File: config.mk
export PLATFORM = sky130hd
export DESIGN_NAME = acc_temp_unit
export DESIGN_NICKNAME = d
export VERILOG_FILES = /design/src/rtl/acc_temp_pkg.sv /design/src/rtl/acc_save_stack.sv /design/src/rtl/acc_temp_unit.sv
export SDC_FILE = /design/constraint.sdc
export NUM_CORES = 1
export LEC_CHECK = 0
export CAP_MARGIN = 20
export CORE_MARGIN = 1
export CORE_UTILIZATION = 35
export DETAILED_ROUTE_END_ITERATION = 6
export SLEW_MARGIN = 20
export SYNTH_ARGS = -nofsm -noshare
export SYNTH_HDL_FRONTEND = slang
export SYNTH_HIERARCHICAL = 1
export SYNTH_SLANG_ARGS = --single-unit
export TNS_END_PERCENT = 30
File: constraint.sdc
create_clock -name clk -period 3.85 [get_ports clk]
set_input_delay 0.77 -clock clk [delete_from_list [all_inputs] [get_ports clk]]
set_output_delay 0.77 -clock clk [all_outputs]
set_load 0.005 [all_outputs]
File: src/rtl/acc_temp_pkg.sv
// Shared op codes, default sizes and helpers for the ACC/temp register unit.
package acc_temp_pkg;

    typedef enum logic [2:0] {
        OP_NOP     = 3'd0,
        OP_LDA     = 3'd1,
        OP_LDT     = 3'd2,
        OP_XCH     = 3'd3,
        OP_CLR     = 3'd4,
        OP_CMC     = 3'd5,
        OP_SAVE    = 3'd6,
        OP_RESTORE = 3'd7
    } op_e;

    localparam int unsigned DEF_DATA_W     = 4;
    localparam int unsigned DEF_TEMP_DEPTH = 4;
    localparam int unsigned DEF_SAVE_DEPTH = 2;

    // Width of the temp register index; a single temp still gets a 1-bit select.
    function automatic int unsigned selWidth(input int unsigned depth);
        return (depth > 1) ? $clog2(depth) : 1;
    endfunction

endpackage

File: src/rtl/acc_save_stack.sv
// LIFO save stack for {carry, acc}; saturating pointer, no wrap-around.
module acc_save_stack
    import acc_temp_pkg::*;
#(
    parameter int unsigned W     = DEF_DATA_W + 1,
    parameter int unsigned DEPTH = DEF_SAVE_DEPTH
) (
    input  logic         clk,
    input  logic         rstN,
    input  logic         push,
    input  logic         pop,
    input  logic [W-1:0] din,
    output logic [W-1:0] dout,
    output logic         full,
    output logic         empty,
    output logic         ovf,
    output logic         udf
);

    localparam int unsigned PTR_W = $clog2(DEPTH + 1);
    localparam int unsigned IDX_W = (DEPTH > 1) ? $clog2(DEPTH) : 1;

    logic [PTR_W-1:0] ptrQ;
    logic [W-1:0]     mem [DEPTH];

    assign full  = (ptrQ == PTR_W'(DEPTH));
    assign empty = (ptrQ == '0);
    assign ovf   = push && full;
    assign udf   = pop && empty;
    // Top of stack sits one below the pointer.
    assign dout  = empty ? '0 : mem[IDX_W'(ptrQ - PTR_W'(1))];

    always_ff @(posedge clk or negedge rstN) begin
        if (!rstN) begin
            ptrQ <= '0;
            for (int i = 0; i < int'(DEPTH); i++) mem[i] <= '0;
        end else if (push && !full) begin
            mem[IDX_W'(ptrQ)] <= din;
            ptrQ              <= ptrQ + PTR_W'(1);
        end else if (pop && !empty) begin
            ptrQ <= ptrQ - PTR_W'(1);
        end
    end

endmodule

File: src/rtl/acc_temp_unit.sv
// Accumulator, carry, indexed temp bank and ACC+carry save stack with sticky error flags.
module acc_temp_unit
    import acc_temp_pkg::*;
#(
    parameter int unsigned DATA_W     = DEF_DATA_W,
    parameter int unsigned TEMP_DEPTH = DEF_TEMP_DEPTH,
    parameter int unsigned SAVE_DEPTH = DEF_SAVE_DEPTH,
    localparam int unsigned SEL_W     = selWidth(TEMP_DEPTH)
) (
    input  logic              clk,
    input  logic              rstN,
    input  logic              opValid,
    input  logic [2:0]        opCode,
    input  logic [DATA_W-1:0] aluResult,
    input  logic              aluCarry,
    input  logic [SEL_W-1:0]  tempSel,
    input  logic              errClr,
    output logic [DATA_W-1:0] accOut,
    output logic              carryOut,
    output logic [DATA_W-1:0] tempOut,
    output logic              accZero,
    output logic              saveFull,
    output logic              saveEmpty,
    output logic              errOvf,
    output logic              errUdf,
    output logic              errIll
);

    logic [DATA_W-1:0] accQ, accD;
    logic              carryQ, carryD;
    logic [DATA_W-1:0] tempQ [TEMP_DEPTH];
    logic [DATA_W-1:0] tempD [TEMP_DEPTH];
    logic              errOvfQ, errOvfD, errUdfQ, errUdfD, errIllQ, errIllD;
    logic              illNew, ovfNew, udfNew;
    logic              selOk;
    logic [DATA_W-1:0] tempRd;
    logic              push, pop;
    logic [DATA_W:0]   popData;
    op_e               op;

    assign op     = op_e'(opCode);
    assign selOk  = 32'(tempSel) < TEMP_DEPTH;
    assign tempRd = selOk ? tempQ[tempSel] : '0;
    assign push   = opValid && (op == OP_SAVE);
    assign pop    = opValid && (op == OP_RESTORE);

    acc_save_stack #(
        .W     (DATA_W + 1),
        .DEPTH (SAVE_DEPTH)
    ) u_stack (
        .clk   (clk),
        .rstN  (rstN),
        .push  (push),
        .pop   (pop),
        .din   ({carryQ, accQ}),
        .dout  (popData),
        .full  (saveFull),
        .empty (saveEmpty),
        .ovf   (ovfNew),
        .udf   (udfNew)
    );

    always_comb begin
        accD   = accQ;
        carryD = carryQ;
        tempD  = tempQ;
        illNew = 1'b0;
        if (opValid) begin
            unique case (op)
                OP_NOP: ;
                OP_LDA: begin
                    accD   = aluResult;
                    carryD = aluCarry;
                end
                OP_LDT: begin
                    if (selOk) tempD[tempSel] = aluResult;
                    else       illNew = 1'b1;
                end
                OP_XCH: begin
                    if (selOk) begin
                        accD           = tempQ[tempSel];
                        tempD[tempSel] = accQ;
                    end else begin
                        illNew = 1'b1;
                    end
                end
                OP_CLR: begin
                    accD   = '0;
                    carryD = 1'b0;
                end
                OP_CMC:  carryD = ~carryQ;
                OP_SAVE: ;
                OP_RESTORE: begin
                    if (!saveEmpty) {carryD, accD} = popData;
                end
                default: ;
            endcase
        end
        // A fresh error outranks a simultaneous clear.
        errOvfD = (errOvfQ && !errClr) || ovfNew;
        errUdfD = (errUdfQ && !errClr) || udfNew;
        errIllD = (errIllQ && !errClr) || illNew;
    end

    always_ff @(posedge clk or negedge rstN) begin
        if (!rstN) begin
            accQ    <= '0;
            carryQ  <= 1'b0;
            errOvfQ <= 1'b0;
            errUdfQ <= 1'b0;
            errIllQ <= 1'b0;
            for (int i = 0; i < int'(TEMP_DEPTH); i++) tempQ[i] <= '0;
        end else begin
            accQ    <= accD;
            carryQ  <= carryD;
            errOvfQ <= errOvfD;
            errUdfQ <= errUdfD;
            errIllQ <= errIllD;
            tempQ   <= tempD;
        end
    end

    assign accOut   = accQ;
    assign carryOut = carryQ;
    assign tempOut  = tempRd;
    assign accZero  = (accQ == '0);
    assign errOvf   = errOvfQ;
    assign errUdf   = errUdfQ;
    assign errIll   = errIllQ;

endmodule

==> key figures <==
Pwr
  • Pleak: 0.9893 nW
  • Combinational power share: 33.0%
  • Pwr dens: 542.8 mW/mm2
  • Switching share of power: 31.01%
  • Net Sw Power: 0.3879 mW
  • Worst IR drop on VDD: 0.2585 mV
  • Flop pwr share: 46.8%
  • Pwr Total: 1.251 mW
  • Clock share of power: 20.3%
  • Pint: 0.8631 mW

Layout
  • Design area: 0.002305 mm2
  • Commonest non-fill, non-tap cell in the layout: dfrtp_1
  • Ant. Diodes: 0
  • Most frequent cells in the layout: dfrtp_1 (36), clkdlybuf4s50_1 (28), nor2_1 (16)
  • Fin util: 44.56%
  • Nets: 216
  • Syn-to-layout area delta: 20.39%
  • Share of cells above drive strength 1: 15.00%

Floorplan
  • IO Pins: 29
  • Core area: 0.005172 mm2
  • Die Y: 75.96 um
  • Starting Density: 37.01%
  • Cell Rows: 26
  • Die area: 0.005769 mm2
  • Die X: 75.96 um

Setup path
  • CP endpoint kind: primary output
  • Critical path launch point type: input pin
  • Slowest stage delay, CP: 0.72 ns
  • Crit path kind: in2out
  • Critical Path RT: 3.08 ns
  • Crit-path cells: clkdlybuf4s50_1, mux4_2, clkdlybuf4s50_1
  • Max FO, Critical Path: 8
  • Most used cell, CP: clkdlybuf4s50_1
  • CP Data Arrival Time: 2.54 ns
  • Slowest-stage cell, CP: clkdlybuf4s50_1
  • Worst reg-to-reg setup slack: 1.87 ns

Yosys
  • Sequential-to-total area share from yosys stat: 47.06%
  • Syn Std Cell Area: 0.001914 mm2
  • Post-synthesis instance total: 173
  • Adder-cell share of the synthesized area: 1.307%
  • Post-synthesis mux area share: 17.45%
  • Yosys warnings: 6
  • XOR/XNOR share of the synthesized area: 0.4575%
  • Syn Area/Cell: 11.07 um2
  • Post-Synth Simple-Gate Area: 16.14%
  • Synthesized Nets: 189
  • Unique masters post-synth: 38
  • Compound-gate portion of the synthesized area: 13.59%
  • Largest family of logic cells by synthesized area: multiplexers
  • FF+latch count, synth: 36

Timing
  • Final WS setup: 0.5371 ns
  • Unrepaired setup endpoints after global routing: false
  • Worst Tran Pin Value: 0.6155 ns
  • Final Skew: 0.006173 ns
  • Setup violators final: 0
  • Rel. slew slack: 58.84%
  • Final Hold Fails: 0
  • Final TNS setup: 0 ns
  • Max-slew violation count: 0
  • Crit share post-route: 86.05%
  • Max Fclk: 0.3019 GHz
  • Min Tclk post-route: 3.313 ns

Routing
  • First-pass iteration count of the detailed router: 4
  • Routed WL per cell: 14.04 um
  • DRT Wirelength: 3792 um
  • DRC violations left: 0
  • Total number of vias: 1,351
  • Post-route ant nets: 0
  • Initial DRC Count: 48
  • Vias/cell: 5.004

Clocking
  • Max Root-Sink Buffers: 2
  • # clock sinks: 36
  • CTS tree: done
  • Post-CTS Repair Setup Buffers: 0
  • Clock buffer count from CTS: 5
  • Post-cts resize count: 0
  • Clk root buf: clkbuf_8
  • Hold Buf Count CTS: 0
  • Clock latency on the worst-skew pair: 0.28 ns
  • H-tree depth: 2
  • Clock transition at the registers of the reported paths: 0.07 ns

Job
  • Max Cap Viol: 0

GRT
  • GRT overflow: 0
  • Total GRT Usage: 14.86%
  • Vias in the first global route: 1,378
  • First-pass GRT wire length: 6755 um
  • Pin count of the biggest net entering global routing: 37
  • Antenna violations before repair: 0

Placement
  • Placed cell areas: 0.002227 mm2
  • I/O Buffers: 28
  • Hpwl dp: 2761 um
  • Gpl congestion: 0.7821
  • DP Worst Slack: 0.5319 ns

Status
  • Status: finished, final reports clean

Hold path
  • Hold Crit Class: reg2reg
metrics by stage:
stage | cells | hold WS [ns]
finish | 270 | 0.4787
global route | 270 | 0.5128
CTS | 270 | 0.4833
detailed placement | 263 | 0.4672
global placement | 263 | 0.4607
floorplan | 173 | 0.4448
registers in the layout, indices dropped and copies added (netlist names):
register and flops:
errOvf 1, accOut 4, carryOut 1, tempQ 16, u_stack/mem 10, errIll 1, u_stack/ptrQ 2, errUdf 1
routing by layer:
metal	up-vias	share of wire [%]	global-route usage, %
met2	29	47	23.64
met5	-	0	0
li1	663	-	-
met3	4	3.9	3.855
met4	0	0.71	4.423
met1	655	49	19.92
synth_stat cells, drive strengths merged:
cell type	n	area share, %
a21boi	2	0.78
a21o	2	0.78
a21oi	12	3.1
a22o	4	1.8
a31oi	4	1.3
a32o	1	0.52
and2	3	1.1
and2b	1	0.39
buf	8	3.1
clkbuf	1	0.20
dfrtp	36	47
ha	2	1.3
inv	3	0.72
mux2	12	8.0
mux2i	9	4.7
mux4	4	4.7
nand2	16	3.3
nand2b	7	2.3
nand3b	1	1.0
nand4	1	0.33
nor2	17	3.7
nor2b	5	2.0
nor3	1	0.52
nor3b	1	0.65
nor4	1	0.33
o21ai	13	3.4
o2bb2ai	4	1.8
or3b	1	0.46
xnor2	1	0.46
power groups by stage:
stage	logic [mW]	clock network [mW]	registers, mW
floorplan	0.306	0	0.551
global placement	0.411	0	0.590
detailed placement	0.416	0	0.590
CTS	0.417	0.260	0.585
global route	0.463	0.276	0.605
finish	0.412	0.254	0.585
path summary, 6_finish.rpt:
| check | cells past startpoint | endpoint | from |
|---|---|---|---|
| max reg2reg | 7 | carryOut | u_stack/ptrQ[0] |
| max | 3 | tempOut[2] | tempSel[0] |
| min in group asynchronous | 2 | errOvf | rstN |
| min reg2reg | 2 | tempQ[2] | tempQ[2] |
| max in group asynchronous | 2 | tempQ[15] | rstN |
| min | 2 | tempQ[2] | tempQ[2] |
area by class of cell:
type	instances	area [um2]
inverter	3	13.76
multi-input combinational	125	937.1
clock buffer	6	72.57
fill	493	2868
tap	70	87.58
timing repair buffer	29	287.8
sequential	36	900.9
clock inverter	1	5.005
critical path: cells and delay by family:
family	cells	cell delay (ns)
buffers and inverters	2	1.19
muxes	1	0.58
kinds of logic (layout without fill, tap and decap cells):
group / Yosys count / after routing
AOI/OAI and AO/OA: 42 / 42
xor gates and xnor gates: 1 / 1
adders and majority gates: 2 / 2
buffers and inverters: 12 / 39
DFF: 36 / 36
muxes: 25 / 25
and+or+nand+nor: 55 / 55
Note: power is estimated with default switching activity, not from simulation.
==> patch (same flow settings) <==
The package constant `DEF_TEMP_DEPTH` goes from 4 to 8.
--- a/src/rtl/acc_temp_pkg.sv
+++ b/src/rtl/acc_temp_pkg.sv
@@ -13,7 +13,7 @@
     } op_e;
 
     localparam int unsigned DEF_DATA_W     = 4;
-    localparam int unsigned DEF_TEMP_DEPTH = 4;
+    localparam int unsigned DEF_TEMP_DEPTH = 8;
     localparam int unsigned DEF_SAVE_DEPTH = 2;
 
     // Width of the temp register index; a single temp still gets a 1-bit select.
Ports: changed (resized tempSel); port bits go from 29 to 30. The function was not compared with the original's and may differ.
==> patch against the original RTL <==
- fmax is 5.7% lower
- synthesized cell count up 54%
- worst setup slack worse by 0.20 ns
- final area up 38%
- power increased by 36%
- sequential cell count grew 16
- register-to-register slack got worse by 0.04 ns
- area after synthesis rose by 42%
- wire length is 55% higher
- final cell count is 47% higher
- critical path depth increased by 2
- sequential power is 40% higher
==> patch: results (changes against the original RTL) <==
stage,metric,value,unit,change
logic_synthesis,seq_area_frac_synth,47.9,%,+0.89 points
global_route,met1_usage,21.2,%,+1.3 points
logic_synthesis,muxShareOfSynthArea,13.4,%,-4.0 points
worst_hold_path,hold_path_class,input port to async pin,,
logic_synthesis,synth_common_cells,"dfrtp_1, nor2_1, a21oi_1, nand2_1, o21ai_1",,
global_route,grt_max_degree,28,,-24%
sta,worstMarginPinSlew,0.592,ns,-0.0236 ns
routing,drtIter0Drc,61,,+27%
final_layout,antennaDiodeCount,0,,unchanged
clock_network,clk_pin_slew_worst_paths,0.10,ns,+0.03 ns
logic_synthesis,syn-num-nets,284,,+50%
pwr,power_combinational,0.510,mW,+24%
global_route,grt.met2_usage,26.0,%,+2.3 points
routing,dr.pass1.iters,4,,unchanged
final_layout,drive_gt1_share,14.5,%,-0.52 points
placed_design,dp_cells,388,,+48%
outcome,status,finished clean,,
clock_network,cts_made_buffers,5,,unchanged
logic_synthesis,synth_compound_area_share,13.6,%,-0.040 points
worst_setup_path,crit_fanout,10,,+2
clock_network,htreeDepth,2,,unchanged
global_route,grt_use_total,15.5,%,+0.63 points
pwr,power.switching,0.510,mW,+31%
global_route,grt_pass1_wl,10200,microns,+52%
placed_design,port_buffers,29,,+3.6%
worst_setup_path,cpMaxStageDelayCell,clkdlybuf4s50_1,,
final_layout,largest_reg_flops,32,,+16
logic_synthesis,yosysWarnings,6,,unchanged
final_layout,finalNonFillerCells,396,,+47%
sta,slew_viol_final,0,,unchanged
global_route,grt_pass1_vias,2009,,+46%
worst_setup_path,critical_path_arrival,2.74,ns,+0.20 ns
logic_synthesis,synth.area.top_cells,"dfrtp_1, a21oi_1, nor2_1",,
global_route,antenna_found_initial,0,,unchanged
placed_design,placed_area,3080,sq um,+38%
worst_setup_path,max_stage_delay,0.76,ns,+0.04 ns
logic_synthesis,syn_area_per_cell,10.2,sq um,-8.1%
clock_network,clk_latency,0.29,ns,
worst_setup_path,crit_family,buffers and inverters,,
final_layout,regMostFlops,tempQ,,
logic_synthesis,ys_types,45,,+18%
routing,via_per_inst,5.03,,+0.53%
routing,avgRoutedWirePerCell,14.8,microns,+5.6%
pwr,peakVddDrop,166,uV,-36%
placed_design,place_hpwl,4420,microns,+60%
pwr,p_leak,1.39,nW,+41%
logic_synthesis,synthXorXnorAreaFrac,0.323,%,-0.13 points
logic_synthesis,synth_ff_type,dfrtp_1,,
logic_synthesis,synthAdderAreaFrac,0.922,%,-0.39 points
pwr,clkPwrFrac,21.7,%,+1.4 points
final_layout,num-nets-final,313,,+45%
placed_design,gp_congestion,0.786,,+0.43%
global_route,met3_usage,3.05,%,-0.81 points
sta,finClkSkew,0.00661,ns,+0.000442 ns
[patch: changes by cell type in the layout (fill, tap and decap cells not counted), sizes merged, moves of 5 or more]
| cell | change |
|---|---|
| a21oi | +19 |
| buf | +5 |
| dfrtp | +16 |
| inv | +5 |
| nand2 | +7 |
| nand3 | +6 |
| nor2 | +16 |
| nor3 | +7 |
| o21ai | +7 |
[patch: layout make-up]
type                    instances  area, sq um
clock buffers                   6         72.6
clock inverters                 2         35.0
fillers                       713         4180
inverters                       8         32.5
multi-input cells             195         1300
flip-flops and latches         52         1300
well taps                      99          124
repair buffers                 34          323
[patch: worst paths after layout]
check	from	to	slack, ns	depth (start not counted)
setup / recovery	tempSel[2]	tempOut[3]	0.34	5
hold / removal	rstN	u_stack/mem[9]	0.46	1
setup reg to reg	u_stack/ptrQ[0]	accOut[0]	1.83	6
hold reg to reg	errUdf	errUdf	0.49	1
max in group asynchronous	rstN	tempQ[15]	2.59	2
min in group clk	errUdf	errUdf	0.49	1
[patch: cell families after synthesis]
group,Yosys count
AND/OR/NAND/NOR,100
buffers and inverters,20
adder cells (fa/ha/maj),2
XOR/XNOR,1
flip-flops,52
multiplexers,27
AO/OA/AOI/OAI,65
[patch: metal layers]
layer | part of all wire (%) | wire [microns] | up-vias
li1 | - | - | 1000
met1 | 49 | 2850 | 968
met2 | 48 | 2850 | 22
met3 | 2.8 | 163 | 2
met4 | 0.24 | 14 | 0
met5 | 0 | 0 | -
[patch: per-stage QoR]
stage | power, mW | setup slack, ns
detailed placement | 1.35 | 0.343
global route | 1.82 | 0.256
floorplan | 1.16 | 1.40
global placement | 1.33 | 0.345
finish | 1.70 | 0.338
CTS | 1.72 | 0.340
